[config.mk]
export PLATFORM = sky130hd
export DESIGN_NAME = watch_time_setter
export DESIGN_NICKNAME = d
export VERILOG_FILES = /design/src/rtl/smartwatch_pkg.sv /design/src/rtl/button_conditioner.sv /design/src/rtl/watch_time_setter.sv
export SDC_FILE = /design/constraint.sdc
export NUM_CORES = 1
export LEC_CHECK = 0
export ABC_CLOCK_PERIOD_IN_PS = 1900
export BUFFER_PORTS_ARGS = -buffer_cell sky130_fd_sc_hd__buf_2
export CAP_MARGIN = 20
export CORE_ASPECT_RATIO = 0.5
export CORE_MARGIN = 1.5
export CORE_UTILIZATION = 58
export CTS_BUF_LIST = sky130_fd_sc_hd__clkbuf_8
export CTS_CLUSTER_SIZE = 40
export DETAILED_ROUTE_END_ITERATION = 10
export PLACE_DENSITY = 0.78
export SYNTH_ARGS = -nofsm -noshare
export SYNTH_HDL_FRONTEND = slang
export SYNTH_SLANG_ARGS = --single-unit
[constraint.sdc]
create_clock -name clk -period 1.9 [get_ports clk]
set_input_delay 0.57 -clock clk [delete_from_list [all_inputs] [get_ports clk]]
set_output_delay 0.57 -clock clk [all_outputs]
set_load 0.02 [all_outputs]
[src/rtl/smartwatch_pkg.sv]
// Shared types and field limits for the smartwatch time/alarm editor.
package smartwatch_pkg;

  typedef enum logic [2:0] {
    IDLE       = 3'd0,
    SET_HOUR   = 3'd1,
    SET_MIN    = 3'd2,
    ALARM_HOUR = 3'd3,
    ALARM_MIN  = 3'd4
  } edit_mode_t;

  localparam int HOUR_W   = 5;
  localparam int MINUTE_W = 6;

  localparam logic [HOUR_W-1:0]   MAX_HOUR   = 5'd23;
  localparam logic [MINUTE_W-1:0] MAX_MINUTE = 6'd59;

  // Wrap by compare so the field can never leave its legal range.
  function automatic logic [HOUR_W-1:0] hour_inc(input logic [HOUR_W-1:0] h);
    return (h == MAX_HOUR) ? '0 : h + HOUR_W'(1);
  endfunction

  function automatic logic [MINUTE_W-1:0] minute_inc(input logic [MINUTE_W-1:0] m);
    return (m == MAX_MINUTE) ? '0 : m + MINUTE_W'(1);
  endfunction

endpackage

[src/rtl/button_conditioner.sv]
// Raw pushbutton -> 2-flop synchroniser -> debounce -> one-cycle press pulse,
// with optional hold-to-repeat pulses.
module button_conditioner #(
  parameter int DEBOUNCE_CYCLES = 20,
  parameter int REPEAT_DELAY    = 5000,
  parameter int REPEAT_RATE     = 1000,
  parameter bit REPEAT_EN       = 1'b0
) (
  input  logic clk,
  input  logic reset,
  input  logic btn_raw_i,
  output logic pulse_o
);

  localparam int DB_W = $clog2(DEBOUNCE_CYCLES + 1);
  localparam logic [DB_W-1:0] DB_LAST = DB_W'(DEBOUNCE_CYCLES - 1);

  logic [1:0]      sync_q;
  logic            db_q;
  logic [DB_W-1:0] db_cnt_q;
  logic            press_q;

  // Two-flop synchroniser for the asynchronous raw input.
  always_ff @(posedge clk) begin
    if (reset) sync_q <= '0;
    else       sync_q <= {sync_q[0], btn_raw_i};
  end

  // Accept a new level after DEBOUNCE_CYCLES identical samples; pulse on a rising accept.
  always_ff @(posedge clk) begin
    if (reset) begin
      db_q     <= 1'b0;
      db_cnt_q <= '0;
      press_q  <= 1'b0;
    end else begin
      press_q <= 1'b0;
      if (sync_q[1] != db_q) begin
        if (db_cnt_q == DB_LAST) begin
          db_q     <= sync_q[1];
          db_cnt_q <= '0;
          press_q  <= sync_q[1];
        end else begin
          db_cnt_q <= db_cnt_q + DB_W'(1);
        end
      end else begin
        db_cnt_q <= '0;
      end
    end
  end

  if (REPEAT_EN) begin : g_rep
    localparam int RP_W = $clog2(REPEAT_DELAY + 1);
    localparam logic [RP_W-1:0] RP_LAST   = RP_W'(REPEAT_DELAY - 1);
    localparam logic [RP_W-1:0] RP_RELOAD = RP_W'(REPEAT_DELAY - REPEAT_RATE);

    logic [RP_W-1:0] rp_cnt_q;
    logic            rep_q;

    // Counter is zero in the press cycle (level was low before); reload shortens later periods.
    always_ff @(posedge clk) begin
      if (reset || !db_q) begin
        rp_cnt_q <= '0;
        rep_q    <= 1'b0;
      end else if (rp_cnt_q == RP_LAST) begin
        rp_cnt_q <= RP_RELOAD;
        rep_q    <= 1'b1;
      end else begin
        rp_cnt_q <= rp_cnt_q + RP_W'(1);
        rep_q    <= 1'b0;
      end
    end

    // Gate with the level so a release in the same edge cancels a pending repeat.
    assign pulse_o = press_q | (rep_q & db_q);
  end else begin : g_norep
    assign pulse_o = press_q;
  end

endmodule

[src/rtl/watch_time_setter.sv]
// Button-driven editor for the set-time (with load strobe) and the alarm registers.
module watch_time_setter
  import smartwatch_pkg::*;
#(
  parameter int DEBOUNCE_CYCLES = 20,
  parameter int REPEAT_DELAY    = 5000,
  parameter int REPEAT_RATE     = 1000
) (
  input  logic                clk,
  input  logic                reset,
  input  logic                btn_mode_raw,
  input  logic                btn_inc_raw,
  input  logic                btn_set_raw,
  output logic [HOUR_W-1:0]   set_hours,
  output logic [MINUTE_W-1:0] set_minutes,
  output logic                time_load,
  output logic [HOUR_W-1:0]   alarm_hours,
  output logic [MINUTE_W-1:0] alarm_minutes,
  output logic [2:0]          edit_mode,
  output logic                editing
);

  logic mode_p, inc_p, set_p;

  button_conditioner #(.DEBOUNCE_CYCLES(DEBOUNCE_CYCLES), .REPEAT_DELAY(REPEAT_DELAY),
                       .REPEAT_RATE(REPEAT_RATE), .REPEAT_EN(1'b0))
    u_mode (.clk(clk), .reset(reset), .btn_raw_i(btn_mode_raw), .pulse_o(mode_p));
  button_conditioner #(.DEBOUNCE_CYCLES(DEBOUNCE_CYCLES), .REPEAT_DELAY(REPEAT_DELAY),
                       .REPEAT_RATE(REPEAT_RATE), .REPEAT_EN(1'b1))
    u_inc  (.clk(clk), .reset(reset), .btn_raw_i(btn_inc_raw), .pulse_o(inc_p));
  button_conditioner #(.DEBOUNCE_CYCLES(DEBOUNCE_CYCLES), .REPEAT_DELAY(REPEAT_DELAY),
                       .REPEAT_RATE(REPEAT_RATE), .REPEAT_EN(1'b0))
    u_set  (.clk(clk), .reset(reset), .btn_raw_i(btn_set_raw), .pulse_o(set_p));

  edit_mode_t          state_q;
  logic [HOUR_W-1:0]   set_h_q, set_h_d, alarm_h_q, alarm_edit_h_q, alarm_edit_h_d;
  logic [MINUTE_W-1:0] set_m_q, set_m_d, alarm_m_q, alarm_edit_m_q, alarm_edit_m_d;
  logic                load_q;

  // Field values after this cycle's inc; set/mode actions below consume these.
  always_comb begin
    set_h_d        = set_h_q;
    set_m_d        = set_m_q;
    alarm_edit_h_d = alarm_edit_h_q;
    alarm_edit_m_d = alarm_edit_m_q;
    if (inc_p) begin
      case (state_q)
        SET_HOUR:   set_h_d        = hour_inc(set_h_q);
        SET_MIN:    set_m_d        = minute_inc(set_m_q);
        ALARM_HOUR: alarm_edit_h_d = hour_inc(alarm_edit_h_q);
        ALARM_MIN:  alarm_edit_m_d = minute_inc(alarm_edit_m_q);
        default: ;
      endcase
    end
  end

  // Edit FSM: set has priority over mode; entering ALARM_HOUR loads the shadow.
  always_ff @(posedge clk) begin
    if (reset) begin
      state_q        <= IDLE;
      set_h_q        <= '0;
      set_m_q        <= '0;
      alarm_h_q      <= '0;
      alarm_m_q      <= '0;
      alarm_edit_h_q <= '0;
      alarm_edit_m_q <= '0;
      load_q         <= 1'b0;
    end else begin
      load_q         <= 1'b0;
      set_h_q        <= set_h_d;
      set_m_q        <= set_m_d;
      alarm_edit_h_q <= alarm_edit_h_d;
      alarm_edit_m_q <= alarm_edit_m_d;
      if (set_p) begin
        case (state_q)
          SET_HOUR, SET_MIN: begin
            load_q  <= 1'b1;
            state_q <= IDLE;
          end
          ALARM_HOUR, ALARM_MIN: begin
            alarm_h_q <= alarm_edit_h_d;
            alarm_m_q <= alarm_edit_m_d;
            state_q   <= IDLE;
          end
          default: ;
        endcase
      end else if (mode_p) begin
        case (state_q)
          IDLE:       state_q <= SET_HOUR;
          SET_HOUR:   state_q <= SET_MIN;
          SET_MIN: begin
            state_q        <= ALARM_HOUR;
            alarm_edit_h_q <= alarm_h_q;
            alarm_edit_m_q <= alarm_m_q;
          end
          ALARM_HOUR: state_q <= ALARM_MIN;
          default:    state_q <= IDLE;
        endcase
      end
    end
  end

  assign set_hours     = set_h_q;
  assign set_minutes   = set_m_q;
  assign time_load     = load_q;
  assign alarm_hours   = alarm_h_q;
  assign alarm_minutes = alarm_m_q;
  assign edit_mode     = state_q;
  assign editing       = (state_q != IDLE);

endmodule

Word level (Yosys, flattened, before mapping)
Index checks and enable logic that the tools add are counted.

Add/subtract/negate cells: 8. Equal/unequal tests: 16. Mux-type cells: 21. Bitwise logic cells: 9. Reduce and logical (&&, ||, !) cells: 23.

Operators with widths (count): two-way mux 6 bit (7); two-way mux 5 bit (7); adder 5 x 1 -> 5 bit, second input constant (5); == test 5 bit, second input constant (5); OR reduction 3 bit (6); AND reduction 2 bit (7); adder 13 x 1 -> 13 bit, second input constant (1); == test 13 bit, second input constant (1); adder 6 x 1 -> 6 bit, second input constant (2); == test 6 bit, second input constant (2); two-way mux 12 bit (1); case mux 3 bit (4 select lines) (1); two-way mux 3 bit (3); OR reduction 2 bit (4); inverter 1 bit (7); == test 3 x 2 -> 1 bit, second input constant (2); OR reduction 4 bit (1); == test 3 x 1 -> 1 bit, second input constant (1); == test 3 bit, second input constant (1); zero test 3 bit (1); != test 1 bit (3); nonzero test 3 bit (1); two-way mux 1 bit (2); != test 2 bit, second input constant (1); 5 further kinds (5).

Bits in registers: 78. Input bits: 5. Output and inout bits: 27. Word-level logic and storage cells: 100.

Longest topological paths before layout
Gate-level depths: netlist (run 1).

Depth after elaboration: 7. Gate-level depth with buffers: 6. Depth with buffers taken out: 5.

By module
Synthesis (run 1) repeated with hierarchy kept, for this count alone.

Cell total of the unflattened synthesis: 372. Area, all modules: 3607.2 sq um.

Modules (own cells, without submodules): watch_time_setter (times used 1, cells each 201, area an instance 1928.1 sq um, sequential area each 740.7 sq um); button_conditioner at u_inc (times used 1, cells each 103, area an instance 958.4 sq um, sequential area each 460.4 sq um); button_conditioner at u_mode ... (times used 2, cells each 34, area an instance 360.3 sq um, sequential area each 180.2 sq um).

Worst setup path before layout (run 1)
OpenSTA, ideal clock, no wires.

Path kind: reg-to-reg. From: register state_q[2], in the netlist edit_mode[2]. To: register alarm_m_q[4], in the netlist alarm_minutes[4]. Setup time: 0.138 ns. Arrival: 1.615 ns. Required time: 1.762 ns. Setup slack: 0.148 ns. Stages on the path, launching flop included: 6. Path buffers: 1. Period minus slack after synthesis: 1.752 ns. Cell sequence: dfxtp_1 or3b_1 clkbuf_1 o41a_1 a41oi_1 a211oi_1.

Longest elaborated chain between the ends: 3. Elaborated cells on any way between the ends: 6. Those cells by class: 2 x eq/ne; 2 x mux; 2 x reduce/logical.

Ends and longest elaborated chain: start, declared (line watch_time_setter.sv:35) `edit_mode_t state_q;`; start signal, assigned (line watch_time_setter.sv:60) `state_q <= IDLE;`; start signal, assigned (line watch_time_setter.sv:78) `state_q <= IDLE;`; start signal, assigned (line watch_time_setter.sv:83) `state_q <= IDLE;`; == test 3 bit or == test 3 x 2 -> 1 bit (tied branches) (line watch_time_setter.sv:47, watch_time_setter.sv:75); two-way mux 6 bit or OR reduction 2 bit (tied branches); two-way mux 6 bit or AND reduction 2 bit (tied branches); end signal, assigned (line watch_time_setter.sv:82) `alarm_m_q <= alarm_edit_m_d;`; end, declared (line watch_time_setter.sv:37) `logic [MINUTE_W-1:0] set_m_q, set_m_d, alarm_m_q, alarm_edit_m_q, alarm_edit_m_d;`.

Several ways; a longest one is shown, not always the timed one. A chain may end at the register's enable or synchronous reset.

Final worst setup path (run 1)
From: register state_q[2], in the netlist edit_mode[2]. To: output editing.

Longest elaborated chain between the ends: 1.

Ends and longest elaborated chain: nonzero test 3 bit (line watch_time_setter.sv:109) `assign editing = (state_q != IDLE);`; end, declared (line watch_time_setter.sv:20) `output logic editing`.

Every way passes these cells.

==> flow_metrics.tcl, run 1 <==
set metrics [dict create \
    crit_path_max_incr_delay_ns 0.37 \
    fp-row-count 19 \
    ir_drop_v 0.000492 \
    outcome "completed" \
    fin_skew_ns 0.00741 \
    wl_met3_um 284 \
    ys_warn_count 0 \
    hp-start "btn_inc_raw" \
    drt-initial-drc-count 137 \
    powerDensity_nw_per_um2 735 \
    cpMostUsedCell "buf_6" \
    grt_setup_unrepaired "true" \
    antenna_found_initial 0 \
    drc 0 \
    timing.hold.ws_ns 0.434 \
    postCtsHoldBufs 0 \
    criticalPathCategory "flop to output port" \
    cts-root-buf "clkbuf_8" \
    hpwl_um 4770 \
    cts_tree "done" \
    synth_flop_cell "dfxtp_1" \
    die_width_um 111 \
    p_leak_uw 0.00145 \
    fin_ws_ns 0.0154 \
    period_minus_slack_ns 1.88 \
    clkTransAtPathRegs_ns 0.08 \
    critical-path-top-delay-family "simple AND/OR/NAND/NOR gates" \
    fin_setup_tns_ns 0 \
    async_reset_ff_share_pct 0 \
    utilization_pct 70.2 \
    highest_layer "met4" \
    hold_depth 2 \
    drt_wl_total_um 6970 \
    cp_max_fo 7 \
    fin_nets 432 \
    worstHoldEndpoint "u_inc.sync_q[0]" \
    grt_pass1_wl_um 11800 \
    cp.required_ns 1.33 \
    endpoint_kind "output port" \
    synthCells 378 \
    synth_enable_flop_cells 0 \
    core-area_sq_um 5520 \
    final-hold-violation-count 0 \
    ioPinCount 32 \
    initial_utilization_pct 60.8 \
    viasPerCell 5.65 \
    ant_nets 0 \
    path_cells "buf_6 > or3_4 > buf_6" \
    critPathLaunchType "flop" \
    cp.arrival_ns 1.31 \
    dp.cells 474 \
    tightestPinTransition_ns 0.650 \
    place_ws_ns -0.0468 \
    clk_latency_ns 0.35 \
    grt_pass1_vias 2637 \
    track_usage_pct 23.3 \
    fmax_mhz 531 \
    htreeDepth 3 \
    yosysSeqAreaShare_pct 46.6 \
    dieArea_sq_um 6270 \
    clockBufferDepth 2 \
    setup_viol 0 \
    grt_overflow 0 \
    via_count 2809 \
    slew_headroom_pct 56.6 \
    slowest_stage "or3_4" \
    diodes 0 \
    finalWeightedCongestion 0.788 \
    min_path_type "input pin to flop" \
    cap_violations 0 \
    fp.dieH_um 56.8 \
    ff2ff_path_depth 4 \
    fillCellCount 419 \
    cts_sinks 78 \
    layout-drive-gt1-share_pct 17.0 \
    netlist_area_sq_um 3350 \
    grt_max_degree 25 \
    syn_nets 391 \
    final_cells 497 \
    synth_cell_types 46 \
    routedWlPerCell_um 14.0 \
    dr.pass1.iters 4 \
    final.period_utilization_pct 99.2 \
    numCtsBuffers 9 \
    r2r-start "u_inc.g_rep.rp_cnt_q[3]" \
    r2r_setup_slack_ns 0.09 \
    wl_met2_um 3560 \
    r2r_end "u_inc.g_rep.rp_cnt_q[4]" \
    met1Wirelength_um 3030 \
    path_buf_inv 2 \
    numPortBuffers 31 \
    postSynthAreaPerCell_sq_um 8.87 \
    ys_ff_latch 78 \
    syn_to_final_growth_pct 15.5 \
    slew_viol_final 0 \
]
==> layout by cell type, fill, tap and decap left out, types with 6 or more instances in the layout <==
master    Yosys  final
o21ai_0       6      6
dfxtp_1      78     75
and3_1        6      6
clkbuf_8      0     10
buf_4         1     12
ha_1          8      8
nor2b_1      10     10
a211oi_1     23     23
a21oi_1      12     11
nand3_1      19     19
nor3_1       14     14
buf_2         4     30
xor2_1        9      9
inv_1        12     14
nor2_1       68     68
nand2_1      20     20
xnor2_1      19     19
mux2i_1      10     10
==> per-layer routing <==
metal	vias to the layer above	track usage, %
met5	-	0
met4	0	7.51
met3	15	6.70
met2	57	43.0
met1	1340	26.4
li1	1397	-
==> worst reg2reg max path: stages (launching register included) <==
cell	delay, ns
dfxtp_1	0.37
or4b_1	0.56
or4_4	0.56
nand3_2	0.15
nor2_1	0.07
==> metrics by stage <==
stage | area [sq um] | power (uW)
floorplan | 3350 | 1750
global placement | 3610 | 1770
detailed placement | 3610 | 1770
CTS | 3800 | 2850
global route | 3870 | 2930
finish | 3870 | 2840
==> sequential cells by signal, summed over array words and instances, names as in the netlist, 2 cells and up <==
signal and count:
u_mode.db_cnt_q 5, u_inc.db_cnt_q 5, u_set.sync_q 2, alarm_edit_m_q 6, u_inc.sync_q 2, u_inc.g_rep.rp_cnt_q 13
alarm_edit_h_q 5, alarm_hours 5, set_hours 5, u_set.db_cnt_q 5, set_minutes 6, u_mode.sync_q 2
edit_mode 3, alarm_minutes 6
==> what timing repair did <==
action                     CTS  global route
setup endpoints to repair    7             2
gates resized for setup      5             8
buffers inserted             1             6
==> cells by family after synthesis <==
logic type      count (synthesis)  share of synthesized area (%)
simple gates                  168                           24.8
xor+xnor                       28                           7.32
buf+inv                        29                           3.51
fa+ha+maj                       8                           2.99
mux                            10                           2.99
compound gates                 57                           11.8
flops                          78                           46.6
==> how the worst max path moves through the flow <==
stage	startpoint	to	slack (ns)	cells after the start
2_1_floorplan	edit_mode[2]	alarm_minutes[4]	0.15	5
3_3_place_gp	u_inc.g_rep.rep_q	alarm_hours[0]	0.08	4
3_5_place_dp	u_inc.g_rep.rep_q	alarm_edit_h_q[0]	-0.05	4
4_1_cts	edit_mode[2]	editing	-0.03	3
5_1_grt	edit_mode[2]	editing	-0.02	3
6_report	edit_mode[2]	editing	0.02	3
==> report_power, final <==
group / total, uW / internal [uW] / leakage [uW] / switching (uW)
logic: 88.2 / 38.1 / 0.000730 / 50.1
clock network: 1100 / 504 / 0.0000875 / 598
registers: 1650 / 1650 / 0.000631 / 8.76
==> layout make-up <==
class	instances	area [sq um]	area share (%)
Timing Repair Buffer	47	305	7.89
Clock buffer	10	138	3.56
Inverter	12	45.0	1.16
Sequential cell	78	1570	40.5
Multi-Input combinational cell	271	1690	43.5
Clock inverter	6	38.8	1.00
Tap cell	73	91.3	2.36
==> synth_stat cells, types with 5 or more instances <==
cell	n	share of area, %
dfxtp_1	78	47
nor2_1	68	7.6
a211oi_1	23	5.2
nand2_1	20	2.2
nand3_1	19	2.8
xnor2_1	19	5.0
nor3_1	14	2.1
a21oi_1	12	1.8
inv_1	12	1.3
clkbuf_1	11	1.2
mux2i_1	10	3.0
nor2b_1	10	1.9
xor2_1	9	2.4
ha_1	8	3.0
and3_1	6	1.1
o21ai_0	6	0.90
or3_1	6	1.1
nor4_1	5	0.93
Note: power is estimated with default switching activity, not from simulation.
==> inputs of run 2 (changes only) <==
--- a/config.mk
+++ b/config.mk
@@ -10,11 +10,10 @@
 export CAP_MARGIN = 20
 export CORE_ASPECT_RATIO = 0.5
 export CORE_MARGIN = 1.5
-export CORE_UTILIZATION = 58
+export CORE_UTILIZATION = 30
 export CTS_BUF_LIST = sky130_fd_sc_hd__clkbuf_8
 export CTS_CLUSTER_SIZE = 40
 export DETAILED_ROUTE_END_ITERATION = 10
-export PLACE_DENSITY = 0.78
 export SYNTH_ARGS = -nofsm -noshare
 export SYNTH_HDL_FRONTEND = slang
 export SYNTH_SLANG_ARGS = --single-unit
==> run 2 against run 1 <==
Effect of this change: sequential share of layout area shrank 0.87 points; worst hold slack lost 0.0064 ns; non-clock buffer count is 8 lower; routed wire length down 11%.
==> flow_metrics.tcl, run 2 (synthesis gave the netlist of run 1 again) <==
set metrics [dict create \
    outcome "completed" \
    cp.arrival_ns 1.27 \
    layout_commonest_cell "dfxtp_1" \
    utilization_pct 36.2 \
    final-hold-violation-count 0 \
    numCtsBuffers 9 \
    dieArea_sq_um 11900 \
    regMostFlops "u_inc.g_rep.rp_cnt_q" \
    drt-initial-drc-count 98 \
    die_width_um 152 \
    hold_depth 2 \
    routedWlPerCell_um 11.1 \
    initial_utilization_pct 30.6 \
    timing.hold.ws_ns 0.427 \
    clockBufferDepth 2 \
    p_int_uw 2650 \
    grt_max_degree 23 \
    fp-row-count 27 \
    dr.pass1.iters 4 \
    hp-start "btn_set_raw" \
    core-area_sq_um 10900 \
    multiInputGateArea_sq_um 1690 \
    regArea_sq_um 1570 \
    fin_skew_ns 0.00912 \
    fp.dieH_um 77.7 \
    postCtsHoldBufs 0 \
    fmax_mhz 543 \
    syn_to_final_growth_pct 18.2 \
    finalWeightedCongestion 0.796 \
    tightestPinTransition_ns 0.390 \
    period_minus_slack_ns 1.84 \
    power_frac_clock_pct 47.4 \
    dpl-instance-area_sq_um 3690 \
    final.period_utilization_pct 97.0 \
    endpoint_kind "output port" \
    ff2ff_path_depth 4 \
    cap_violations 0 \
    hpwl_um 4350 \
    drt_wl_total_um 6210 \
    comb_power_share_pct 2.3 \
    ioPinCount 32 \
    p_leak_uw 0.00144 \
    grt_overflow 0 \
    crit_start "edit_mode[2]" \
    criticalPathCategory "flop to output port" \
    numPortBuffers 31 \
    grt_pass1_vias 2337 \
    grt_setup_unrepaired "false" \
    p_seq_share_pct 50.3 \
    critPathLaunchType "flop" \
    final_cell_mix "dfxtp_1 (75), nor2_1 (68), buf_2 (30)" \
    cp.required_ns 1.33 \
    antenna_found_initial 0 \
    fin_nets 424 \
    drc 0 \
    fin_setup_tns_ns 0 \
    largest_reg_flops 13 \
    slew_headroom_pct 73.3 \
    swShare_pct 19.6 \
    slew_viol_final 0 \
    htreeDepth 3 \
    cts-root-buf "clkbuf_8" \
    min_path_type "input pin to flop" \
    viasPerCell 4.61 \
    clk_latency_ns 0.36 \
    track_usage_pct 11.4 \
    cts_tree "done" \
    layout-drive-gt1-share_pct 15.7 \
    cp_max_fo 14 \
    via_count 2584 \
    cts_sinks 78 \
    power.switching_uw 646 \
    diodes 0 \
    grt_pass1_wl_um 10700 \
    fillCellCount 1132 \
    clkTransAtPathRegs_ns 0.08 \
    ir_drop_v 0.000378 \
    fin_area_sq_um 3960 \
    powerDensity_nw_per_um2 832 \
    ant_nets 0 \
    setup_viol 0 \
    r2r-start "u_inc.g_rep.rp_cnt_q[3]" \
]
==> run 2: cell count changes in the layout (fill, tap and decap cells not counted), sizes merged <==
cell      change
inv           -3
clkbuf        +2
clkinvlp      -3
buf           -8
bufinv        +3
==> run 2: per-layer routing <==
layer / part of all wire [%] / vias to the layer above / global-route usage [%] / wire length, um
li1: - / 1382 / - / -
met1: 51 / 1170 / 14.2 / 3190
met2: 43 / 25 / 17.5 / 2690
met3: 3.9 / 7 / 4.64 / 245
met4: 1.4 / 0 / 4.62 / 88
met5: 0 / - / 0 / 0
==> run 2: final cells by class <==
cell class	count	area share [%]
Timing Repair Buffer	39	5.68
Tap cell	145	4.58
Sequential cell	78	39.6
Inverter	12	1.14
Clock buffer	12	4.17
Multi-Input combinational cell	271	42.5
Clock inverter	3	2.27
==> run 2: critical path: stages (launching register included) <==
cell,delay [ns]
dfxtp_4,0.39
or3_4,0.39
buf_6,0.14
==> run 2: per-stage QoR <==
step | instances | total power (uW) | setup slack, ns
after CTS | 560 | 3350 | 0.0239
after global routing | 560 | 3430 | 0.000973
final | 560 | 3300 | 0.0567
after detailed placement | 547 | 1770 | 0.138
after global placement | 547 | 1770 | 0.161
after floorplan | 378 | 1750 | 0.148
==> run 2: timing repair <==
item | in CTS | in global routing
setup buffers | 1 | 0
endpoints found under the setup margin | 1 | 18
gates resized for setup | 7 | 4
hold endpoints to repair | 0 | 0
==> run 2: final timing paths <==
path / endpoint / slack, ns
worst min register to register: u_inc.sync_q[1] / 0.44
worst max register to register: u_inc.g_rep.rp_cnt_q[6] / 0.12
worst max-delay path: editing / 0.06
worst min-delay path: u_set.sync_q[0] / 0.43
==> run 2: power groups by stage <==
stage | clock (uW) | sequential, uW | combinational, uW
finish | 1560 | 1660 | 76.8
global route | 1690 | 1660 | 86.7
CTS | 1610 | 1660 | 77.4
detailed placement | 0 | 1690 | 81.0
global placement | 0 | 1690 | 80.7
floorplan | 0 | 1690 | 54.0
